===== config.mk =====
export PLATFORM = sky130hd
export DESIGN_NAME = ccr_stack_unit_flat
export DESIGN_NICKNAME = d
export VERILOG_FILES = /design/src/rtl/ccr_stack_if.sv /design/src/rtl/ccr_stack_unit.sv /design/src/flat_wrapper.sv
export SDC_FILE = /design/constraint.sdc
export NUM_CORES = 1
export LEC_CHECK = 0
export ABC_AREA = 1
export ABC_CLOCK_PERIOD_IN_PS = 2200
export CORE_UTILIZATION = 50
export CTS_BUF_LIST = sky130_fd_sc_hd__clkbuf_4 sky130_fd_sc_hd__clkbuf_8
export CTS_CLUSTER_SIZE = 10
export DETAILED_ROUTE_END_ITERATION = 12
export PLACE_DENSITY = 0.81
export SLEW_MARGIN = 20
export SYNTH_ARGS = -nofsm -noshare
export SYNTH_HDL_FRONTEND = slang
export SYNTH_SLANG_ARGS = --single-unit

===== constraint.sdc =====
create_clock -name clk -period 2.2 [get_ports clk]
set_clock_uncertainty 0.15 [all_clocks]
set_input_delay 0.44 -clock clk [delete_from_list [all_inputs] [get_ports clk]]
set_output_delay 0.44 -clock clk [all_outputs]
set_load 0.1 [all_outputs]

===== src/rtl/ccr_stack_if.sv =====
`default_nettype none
// +--------------------------------------------------------------------------+
// | ccr_stack_if : flag, jump and save/restore signals of ccr_stack_unit     |
// | Revision 1.0                                                             |
// +--------------------------------------------------------------------------+
interface ccr_stack_if;
  logic [2:0] flagIn;
  logic       flagWrite;
  logic       stall;
  logic       jmpValid;
  logic [1:0] jmpType;
  logic       push;
  logic       pop;
  logic [2:0] ccr;
  logic       taken;
  logic [2:0] stackCount;
  logic       overflow;
  logic       underflow;

  modport master (
    output flagIn, flagWrite, stall, jmpValid, jmpType, push, pop,
    input  ccr, taken, stackCount, overflow, underflow
  );

  modport slave (
    input  flagIn, flagWrite, stall, jmpValid, jmpType, push, pop,
    output ccr, taken, stackCount, overflow, underflow
  );
endinterface
`default_nettype wire


===== src/rtl/ccr_stack_unit.sv =====
`default_nettype none
// +--------------------------------------------------------------------------+
// | ccr_stack_unit : condition-code register with LIFO save slots and jumps  |
// | Revision 1.0                                                             |
// +--------------------------------------------------------------------------+
module ccr_stack_unit #(
  parameter int STACK_DEPTH = 2
) (
  input  wire logic   clk,
  input  wire logic   rst,
  ccr_stack_if.slave  bus
);

  logic [2:0] ccr_q,   ccr_d;
  logic [2:0] count_q, count_d;
  logic       ovf_q,   ovf_d;
  logic       unf_q,   unf_d;
  logic [2:0] stack_q [STACK_DEPTH];
  logic [2:0] stack_d [STACK_DEPTH];

  logic       flag_sel;
  logic [2:0] clr_mask;
  logic       taken_w;
  logic [2:0] top_slot;

  // ccr layout is {N,C,Z}; jmpType 01 tests Z, 10 tests N, 11 tests C
  always_comb begin
    flag_sel = 1'b0;
    clr_mask = 3'b000;
    case (bus.jmpType)
      2'b01:   begin flag_sel = ccr_q[0]; clr_mask = 3'b001; end
      2'b10:   begin flag_sel = ccr_q[2]; clr_mask = 3'b100; end
      2'b11:   begin flag_sel = ccr_q[1]; clr_mask = 3'b010; end
      default: begin flag_sel = 1'b0;     clr_mask = 3'b000; end
    endcase
  end

  assign taken_w = bus.jmpValid & ~bus.stall & (bus.jmpType != 2'b00) & flag_sel;

  always_comb begin
    top_slot = 3'b000;
    for (int i = 0; i < STACK_DEPTH; i++) begin
      if (count_q == 3'(i + 1)) top_slot = stack_q[i];
    end
  end

  always_comb begin
    ccr_d   = ccr_q;
    count_d = count_q;
    ovf_d   = ovf_q;
    unf_d   = unf_q;
    for (int i = 0; i < STACK_DEPTH; i++) stack_d[i] = stack_q[i];

    if (!bus.stall) begin
      if (bus.pop) begin
        // a pop owns the cycle: push, flagWrite and jump-clear are dropped
        if (count_q != 3'd0) begin
          ccr_d   = top_slot;
          count_d = count_q - 3'd1;
        end else begin
          unf_d = 1'b1;
        end
      end else begin
        if (bus.push) begin
          if (count_q < 3'(STACK_DEPTH)) begin
            for (int i = 0; i < STACK_DEPTH; i++) begin
              if (count_q == 3'(i)) stack_d[i] = ccr_q;
            end
            count_d = count_q + 3'd1;
          end else begin
            ovf_d = 1'b1;
          end
        end
        if (bus.flagWrite)  ccr_d = bus.flagIn;
        else if (taken_w)   ccr_d = ccr_q & ~clr_mask;
      end
    end
  end

  always_ff @(posedge clk) begin
    if (rst) begin
      ccr_q   <= 3'b000;
      count_q <= 3'd0;
      ovf_q   <= 1'b0;
      unf_q   <= 1'b0;
      for (int i = 0; i < STACK_DEPTH; i++) stack_q[i] <= 3'b000;
    end else begin
      ccr_q   <= ccr_d;
      count_q <= count_d;
      ovf_q   <= ovf_d;
      unf_q   <= unf_d;
      for (int i = 0; i < STACK_DEPTH; i++) stack_q[i] <= stack_d[i];
    end
  end

  assign bus.ccr        = ccr_q;
  assign bus.taken      = taken_w;
  assign bus.stackCount = count_q;
  assign bus.overflow   = ovf_q;
  assign bus.underflow  = unf_q;

endmodule
`default_nettype wire

===== src/flat_wrapper.sv =====
// flat-port wrapper written by rule: the top's interface ports become plain ports
module ccr_stack_unit_flat 
#(
  parameter int STACK_DEPTH = 2
)
  (clk, rst, bus_flagIn, bus_flagWrite, bus_stall, bus_jmpValid, bus_jmpType, bus_push, bus_pop, bus_ccr, bus_taken, bus_stackCount, bus_overflow, bus_underflow);
  ccr_stack_if bus_i ();
  input  wire logic clk;
  input  wire logic rst;
  input wire logic [$bits(bus_i.flagIn)-1:0] bus_flagIn;
  input wire logic [$bits(bus_i.flagWrite)-1:0] bus_flagWrite;
  input wire logic [$bits(bus_i.stall)-1:0] bus_stall;
  input wire logic [$bits(bus_i.jmpValid)-1:0] bus_jmpValid;
  input wire logic [$bits(bus_i.jmpType)-1:0] bus_jmpType;
  input wire logic [$bits(bus_i.push)-1:0] bus_push;
  input wire logic [$bits(bus_i.pop)-1:0] bus_pop;
  output wire logic [$bits(bus_i.ccr)-1:0] bus_ccr;
  output wire logic [$bits(bus_i.taken)-1:0] bus_taken;
  output wire logic [$bits(bus_i.stackCount)-1:0] bus_stackCount;
  output wire logic [$bits(bus_i.overflow)-1:0] bus_overflow;
  output wire logic [$bits(bus_i.underflow)-1:0] bus_underflow;
  assign bus_i.flagIn = bus_flagIn;
  assign bus_i.flagWrite = bus_flagWrite;
  assign bus_i.stall = bus_stall;
  assign bus_i.jmpValid = bus_jmpValid;
  assign bus_i.jmpType = bus_jmpType;
  assign bus_i.push = bus_push;
  assign bus_i.pop = bus_pop;
  assign bus_ccr = bus_i.ccr;
  assign bus_taken = bus_i.taken;
  assign bus_stackCount = bus_i.stackCount;
  assign bus_overflow = bus_i.overflow;
  assign bus_underflow = bus_i.underflow;
  ccr_stack_unit #(.STACK_DEPTH(STACK_DEPTH)) u_core (.clk(clk), .rst(rst), .bus(bus_i));
endmodule

# Yosys cells after proc, flatten, opt, wreduce, memory -nomap -nowiden
# Memories as Yosys holds them, arrays and structs flattened.
# Cells that the tools add are included.
# totals
register_bits	8
n_memories	1
word_cells	58
ram_bits	6
output_inout_bits	9
input_bits	12
# memory_table
memory	words	width	rd	rd_ports_with_merged_regs	write_ports	line	source
u_core.stack_q	2	3	2	0	2	ccr_stack_unit.sv:18	logic [2:0] stack_q [STACK_DEPTH];
# op_classes
reduce_logical	10
mux	23
bitwise_logic	11
magnitude_cmp	1
add_sub_neg	2
eq_ne	6
# op_table
op	n
$mux 3	14
$mux 6	4
$pmux 3 s3	1
$reduce_and 4->1	2
$reduce_and 3->1	2
$reduce_bool 2->1	3
$reduce_bool 3->1	2
$eq 2x2->1 const B	2
$not 1->1	4
$add 3x1->3 const B	1
$and 1x1->1	3
$and 3x3->3	1
$eq 3x1->1 const B	1
$eq 3x2->1 const B	1
$logic_not 3->1	1
$lt 3x2->1 const B	1
$mux 1	3
$not 3->3	1
$pmux 1 s3	1
$sub 3x1->3 const B	1
$eq 2x1->1 const B	1
$ne 2x1->1 const B	1
$or 1x1->1	2

# Logic depth before layout (Yosys ltp)
# Gate-level depths: netlist of the first run.
# logic_depth
word_depth	7
mapped_depth	10
depth_no_buf	10

# Least setup slack after synthesis of the first run
# Ideal clock, no wire load.
# synth_timing
path_type	register to output
from	register u_core.ccr_q[1] (netlist: u_core.bus.ccr[1])
to	output bus_taken
n_path_buf	0
path_slack_ns	-0.314
required_time_ns	1.610
path_stages_with_launch	5
arrival_time_ns	1.924
cell_sequence	dfxtp_1 -> nand3_1 -> nand3_1 -> nand2_1 -> inv_1
# synth_via
elab_chain_cells	2
# synth_lines
element	line	source
start: declaration	ccr_stack_unit.sv:14	logic [2:0] ccr_q, ccr_d;
start signal: assignment	ccr_stack_unit.sv:88	ccr_q <= ccr_d;
$pmux 1 s3	ccr_stack_unit.sv:30	case (bus.jmpType)
$and 1x1->1	ccr_stack_unit.sv:38	assign taken_w = bus.jmpValid & ~bus.stall & (bus.jmpType != 2'b00) & flag_sel;
end: declaration	flat_wrapper.sv:18	output wire logic [$bits(bus_i.taken)-1:0] bus_taken;
# Every way passes these cells.

# Worst setup path in the final report of the first run
# layout_timing
from	input bus_stall
to	output bus_taken
# layout_via
elab_chain_cells	4
# layout_lines
element	line	source
start: declaration	flat_wrapper.sv:12	input wire logic [$bits(bus_i.stall)-1:0] bus_stall;
$not 1->1 (no line)	-	
$and 1x1->1 (3 in series)	ccr_stack_unit.sv:38	
# Every way passes these cells.

==> flow_metrics.env, run 1 <==
export IMPL_muxShareOfSynthArea_pct=0
export IMPL_cp_start_kind="input port"
export IMPL_cts_buffer_depth=2
export IMPL_crit_required_ps=1610
export IMPL_drc=0
export IMPL_final_common_cell="nand2_1"
export IMPL_vias=885
export IMPL_cp_arrival_ps=1510
export IMPL_vias_per_cell=5.12
export IMPL_finalWeightedCongestion=0.848
export IMPL_cts_buffers=3
export IMPL_yosys_warnings=0
export IMPL_cts_setup_buffers=0
export IMPL_avgSynthCellArea_um2=6.46
export IMPL_status="finished clean"
export IMPL_clk_pin_slew_worst_paths_ps=80
export IMPL_cts_hold_buffers=0
export IMPL_nets=175
export IMPL_period_share_pct=95.4
export IMPL_whs_ps=312
export IMPL_reg2reg_to="u_core.bus.ccr[1]"
export IMPL_relSlewSlack_pct=75.0
export IMPL_die_area_um2=1900
export IMPL_endpoint_kind="primary output"
export IMPL_antenna_found_initial=0
export IMPL_synthesis_area_um2=866
export IMPL_synthXorXnorAreaFrac_pct=1.01
export IMPL_crit_fanout=4
export IMPL_clock_latency_ps=280
export IMPL_initial_utilization_pct=55.5
export IMPL_wl_per_cell_um=11.3
export IMPL_ys_seq_area_share_pct=32.4
export IMPL_final_setup_tns_ps=0
export IMPL_synth_simple_area_share_pct=34.7
export IMPL_grt_max_degree=14
export IMPL_min_delay_start="u_core.stack_q[0][0]"
export IMPL_setup_viol=0
export IMPL_fillers=141
export IMPL_die_x_um=43.6
export IMPL_die_h_um=43.6
export IMPL_syn_inst=134
export IMPL_path_buf_inv=4
export IMPL_post_dp_hpwl_um=1520
export IMPL_finalHoldViolCount=0
export IMPL_slew_viol_final=0
export IMPL_total_power_mw=0.744
export IMPL_p_comb_share_pct=35.6
export IMPL_hold_path_endpoint="u_core.stack_q[0][0]"
export IMPL_fmax_mhz=477
export IMPL_multi_input_area_um2=499
export IMPL_h_tree_depth=1
export IMPL_fp_coreArea_um2=1560
export IMPL_seqPwrFrac_pct=39.5
export IMPL_timing_worst_slew_pin_value_ps=375
export IMPL_cp_top_family="buffers and inverters"
export IMPL_port_buffers=20
export IMPL_r2r_slack_ps=560
export IMPL_clock_power_share_pct=24.9
export IMPL_final_cell_mix="25 x nand2_1, 22 x nor2_1, 14 x inv_1, 14 x nand3_1, 12 x a21oi_1"
export IMPL_drive_above_1_share_pct=20.4
export IMPL_antennaDiodeCount=0
export IMPL_grt_first_pass_wirelength_um=3530
export IMPL_grtUsageTotal_pct=24.4
export IMPL_cts_tree="done"
export IMPL_drv_cap=0
export IMPL_yosys_cell_types_count=18
export IMPL_io_pins=21
export IMPL_path_class="in -> out"
export IMPL_p_leak_nw=0.543
export IMPL_hold_depth=2
export IMPL_final_core_util_pct=72.4
export IMPL_clock_sinks=14
export IMPL_synth_compound_area_share_pct=14.7
export IMPL_synthAdderAreaFrac_pct=7.23
export IMPL_synth_top_family_by_area="simple AND/OR/NAND/NOR gates"
export IMPL_switchingPower_mw=0.289
export IMPL_p_int_mw=0.455
export IMPL_crit_chain="clkdlybuf4s50_1 -> inv_1 -> nand2_1 -> a21oi_1 -> nand2_1 -> inv_1 -> buf_12"
export IMPL_reg2reg_from="u_core.bus.stackCount[0]"
export IMPL_p_sw_share_pct=38.9
export IMPL_drt_first_iter_violations=16
export IMPL_cpPeakStageDelay_ps=410
export IMPL_row_count=14
export IMPL_routed_wl_um=1960
export IMPL_vdd_ir_drop_max_mv=0.431
export IMPL_gr_total_overflow=0
export IMPL_cp_slowest_cell="clkdlybuf4s50_1"
export IMPL_rsz0062_at_grt="false"
export IMPL_power_density_nw_per_um2=659
export IMPL_firstDrtPassIters=4
export IMPL_min_period_ps=2100
export IMPL_synth_nets=151
export IMPL_cts_root_buf="clkbuf_4"
export IMPL_ant_nets=0
export IMPL_reg2reg_depth=9
export IMPL_grt_pass1_vias=860
export IMPL_ys_seq_elements=14
export IMPL_hold_class="reg -> reg"
export IMPL_seq_area_um2=287
export IMPL_syn_to_final_growth_pct=30.3
[through the flow]
stage          instance area, um^2  std cells  setup slack, ps
6_report                      1130        173              102
5_1_grt                       1130        173             1.83
4_1_cts                       1120        173             49.7
3_5_place_dp                  1090        169             55.6
3_3_place_gp                  1090        169             68.6
2_1_floorplan                  872        134             37.7
[layer usage]
metal	global-route usage (%)	routed length (um)
met5	0	0
met4	9.38	13
met3	4.17	90
met2	37.0	880
met1	34.3	972
[worst min-delay path, stage by stage, from the launching register on]
cell	delay (ps)
dfxtp_1	300
inv_1	60
a21oi_1	60
[state kept, by name (all words and copies together), names as in the netlist]
name                   count
u_core.stack_q             6
u_core.bus.stackCount      3
u_core.bus.underflow       1
u_core.bus.overflow        1
u_core.bus.ccr             3
[how the worst max path moves through the flow]
| stage | to | depth (start not counted) | slack [ps] | start |
|---|---|---|---|---|
| 5_1_grt | bus_taken | 7 | 2 | bus_stall |
| 3_5_place_dp | bus_taken | 6 | 60 | bus_jmpType[1] |
| 3_3_place_gp | bus_taken | 6 | 70 | bus_jmpType[1] |
| 2_1_floorplan | bus_taken | 4 | 40 | u_core.bus.ccr[2] |
| 4_1_cts | bus_taken | 6 | 50 | bus_jmpType[1] |
| 6_report | bus_taken | 7 | 100 | bus_stall |
[power groups by stage]
| stage | combinational [mW] | clock, mW | sequential [mW] |
|---|---|---|---|
| 2_1_floorplan | 0.107 | 0 | 0.384 |
| 3_3_place_gp | 0.259 | 0 | 0.299 |
| 3_5_place_dp | 0.264 | 0 | 0.300 |
| 4_1_cts | 0.266 | 0.186 | 0.293 |
| 5_1_grt | 0.288 | 0.198 | 0.297 |
| 6_report | 0.265 | 0.185 | 0.294 |
[what timing repair did]
item,4_1_cts,5_1_grt
endpoints found under the setup margin,0,1
resized for setup,0,2
hold endpoints to repair,0,0
[kinds of logic (layout without fill, tap and decap cells)]
group / Yosys count / after routing
fa+ha+maj: 5 / 5
compound gates: 24 / 24
flops: 14 / 14
buf+inv: 21 / 44
xor+xnor: 1 / 1
simple gates: 69 / 69
[synthesized netlist by cell type, drive strengths merged]
library cell / instances / area (um^2)
nand2: 29 / 119
nor2: 25 / 106
inv: 19 / 71.3
dfxtp: 14 / 280
nand3: 14 / 70.1
a21oi: 12 / 60.1
o21ai: 10 / 53.8
ha: 5 / 62.6
buf: 2 / 15.0
a31oi: 1 / 6.26
nor3: 1 / 5.00
o21a: 1 / 7.51
xor2: 1 / 8.76
[layout make-up]
class | instances | share of cell area, %
Multi-Input combinational cell | 99 | 44.2
Timing Repair Buffer | 21 | 19.1
Clock buffer | 4 | 3.22
Tap cell | 16 | 1.77
Sequential cell | 14 | 25.4
Inverter | 19 | 6.32
No activity file was read; power rests on OpenSTA's default activity.
==> run 2, diff against run 1 <==
--- a/config.mk
+++ b/config.mk
@@ -9,7 +9,6 @@
 export ABC_CLOCK_PERIOD_IN_PS = 2200
 export CORE_UTILIZATION = 50
 export CTS_BUF_LIST = sky130_fd_sc_hd__clkbuf_4 sky130_fd_sc_hd__clkbuf_8
-export CTS_CLUSTER_SIZE = 10
 export DETAILED_ROUTE_END_ITERATION = 12
 export PLACE_DENSITY = 0.81
 export SLEW_MARGIN = 20
==> results of run 2 <==
No change in the layout: final DEF, timing and power equal those of run 1.
==> run 3, diff against run 2 <==
--- a/config.mk
+++ b/config.mk
@@ -6,10 +6,11 @@
 export NUM_CORES = 1
 export LEC_CHECK = 0
 export ABC_AREA = 1
-export ABC_CLOCK_PERIOD_IN_PS = 2200
+export ABC_CLOCK_PERIOD_IN_PS = 2300
 export CORE_UTILIZATION = 50
 export CTS_BUF_LIST = sky130_fd_sc_hd__clkbuf_4 sky130_fd_sc_hd__clkbuf_8
 export DETAILED_ROUTE_END_ITERATION = 12
+export GPL_ROUTABILITY_DRIVEN = 0
 export PLACE_DENSITY = 0.81
 export SLEW_MARGIN = 20
 export SYNTH_ARGS = -nofsm -noshare
==> constraint.sdc (replaced) <==
create_clock -name clk -period 2.3 [get_ports clk]
set_clock_uncertainty 0.15 [all_clocks]
set_input_delay 0.46 -clock clk [delete_from_list [all_inputs] [get_ports clk]]
set_output_delay 0.46 -clock clk [all_outputs]
set_load 0.1 [all_outputs]
==> run 3 against run 2 <==
Against the previous run: sequential cell count stayed put; worst hold slack better by 12 ps; non-clock buffer count stayed put; clock-buffer cell count is 1 lower; register-to-register slack better by 80 ps; sequential power is 5% lower; final cell count is 0.58% lower; first-iteration DRC count is 13% lower; via count is 4.5% higher; critical path type unchanged.
==> flow_metrics.env, run 3 (same netlist as run 1, synthesis figures left out) <==
export IMPL_cts_hold_buffers=0
export IMPL_drv_cap=0
export IMPL_clock_latency_ps=280
export IMPL_critPathLaunch="bus_stall"
export IMPL_path_buf_inv=4
export IMPL_gr_usage_met3_pct=5.00
export IMPL_relSlewSlack_pct=74.2
export IMPL_port_buffers=20
export IMPL_gr_usage_met2_pct=43.9
export IMPL_power_density_nw_per_um2=608
export IMPL_largest_reg_flops=6
export IMPL_wl_per_cell_um=12.1
export IMPL_cp_top_family="buffers and inverters"
export IMPL_whs_ps=324
export IMPL_cts_buffers=3
export IMPL_cpPeakStageDelay_ps=430
export IMPL_die_h_um=43.6
export IMPL_grt_pass1_vias=861
export IMPL_antennaDiodeCount=0
export IMPL_final_common_cell="nand2_1"
export IMPL_cts_tree="done"
export IMPL_cp_slowest_cell="clkdlybuf4s50_1"
export IMPL_crit_required_ps=1690
export IMPL_grt_first_pass_wirelength_um=3610
export IMPL_vias=925
export IMPL_h_tree_depth=1
export IMPL_p_leak_nw=0.532
export IMPL_path_class="in -> out"
export IMPL_post_dp_hpwl_um=1610
export IMPL_reg2reg_from="u_core.bus.stackCount[1]"
export IMPL_grt_max_degree=14
export IMPL_drt_first_iter_violations=14
export IMPL_hold_class="reg -> reg"
export IMPL_clk_pin_slew_worst_paths_ps=80
export IMPL_grtUsageTotal_pct=25.8
export IMPL_vdd_ir_drop_max_mv=0.432
export IMPL_antenna_found_initial=0
export IMPL_use_met1_pct=30.5
export IMPL_cts_root_buf="clkbuf_4"
export IMPL_fillers=149
export IMPL_firstDrtPassIters=4
export IMPL_final_cell_mix="25 x nand2_1, 22 x nor2_1, 14 x inv_1, 14 x nand3_1, 12 x a21oi_1"
export IMPL_fp_coreArea_um2=1560
export IMPL_routed_wl_um=2070
export IMPL_gr_max_usage_layer="met2"
export IMPL_nets=175
export IMPL_ant_nets=0
export IMPL_drive_above_1_share_pct=19.2
export IMPL_cts_buffer_depth=2
export IMPL_row_count=14
export IMPL_reg2reg_to="u_core.bus.ccr[0]"
export IMPL_final_setup_tns_ps=0
export IMPL_crit_chain="clkdlybuf4s50_1 -> inv_1 -> nand2_1 -> a21oi_1 -> nand2_1 -> inv_1 -> buf_12"
export IMPL_reg2reg_depth=9
export IMPL_cp_endpoint="bus_taken"
export IMPL_io_pins=21
export IMPL_critical_path_depth=7
export IMPL_gr_total_overflow=0
export IMPL_cp_arrival_ps=1580
export IMPL_slew_viol_final=0
export IMPL_largest_register="u_core.stack_q"
export IMPL_r2r_slack_ps=640
export IMPL_initial_utilization_pct=55.5
export IMPL_finalHoldViolCount=0
export IMPL_min_period_ps=2190
export IMPL_die_x_um=43.6
export IMPL_endpoint_kind="primary output"
export IMPL_vias_per_cell=5.38
export IMPL_cp_start_kind="input port"
export IMPL_drc=0
export IMPL_period_share_pct=95.1
export IMPL_setup_viol=0
export IMPL_crit_fanout=4
export IMPL_syn_to_final_growth_pct=27.2
export IMPL_fmax_mhz=457
export IMPL_die_area_um2=1900
export IMPL_status="finished clean"
export IMPL_clock_sinks=14
export IMPL_timing_worst_slew_pin_value_ps=386
-- run 3: worst min-delay path by stage --
stage                                    start  cells past startpoint                    to
final                     u_core.stack_q[0][0]                      2  u_core.stack_q[0][0]
after global routing      u_core.stack_q[0][1]                      2  u_core.stack_q[0][1]
after CTS                 u_core.stack_q[0][0]                      2  u_core.stack_q[0][0]
after detailed placement  u_core.stack_q[0][0]                      2  u_core.stack_q[0][0]
after global placement    u_core.stack_q[0][2]                      2  u_core.stack_q[0][2]
after floorplan           u_core.stack_q[0][2]                      2  u_core.stack_q[0][2]
-- run 3: layout make-up --
class,count,area (um^2),share of cell area (%)
multi-input combinational,99,499,45.3
sequential,14,285,25.9
timing repair buffer,21,203,18.4
inverter,19,71.3,6.48
clock buffer,3,22.5,2.05
tap,16,20.0,1.82
-- run 3: through the flow --
stage	utilization, %	cells	worst slack [ps]	total power, mW	cell area, um^2
after floorplan	-	134	6.69	0.469	871
after global placement	68.9	169	129	0.530	1070
after detailed placement	68.9	169	67.6	0.535	1070
after CTS	70.3	172	60.6	0.676	1100
after global routing	70.6	172	-1.48	0.715	1100
final	70.6	172	113	0.669	1100
-- run 3: routing by layer --
metal,routed length [um],vias to the layer above
li1,-,472
met1,930,414
met2,1000,32
met3,82,7
met4,57,0
met5,0,-
-- run 3: repair_timing --
action                                 4_1_cts  5_1_grt
endpoints found under the hold margin        0        0
setup buffers                                0        0
gates resized for setup                      0        2
setup endpoints to repair                    0        1
-- run 3: power breakdown --
part / internal, mW / switching, mW / total (mW)
combinational: 0.0748 / 0.176 / 0.251
sequential: 0.260 / 0.0199 / 0.280
clock: 0.0608 / 0.0770 / 0.138
-- run 3: worst reg2reg max path, stage by stage (launching register included) --
cell,delay (ps)
dfxtp_1,370
inv_1,150
ha_1,200
inv_1,50
nor2_1,200
nand2_1,80
nand2_1,70
inv_2,60
a21oi_1,150
nor2_1,60
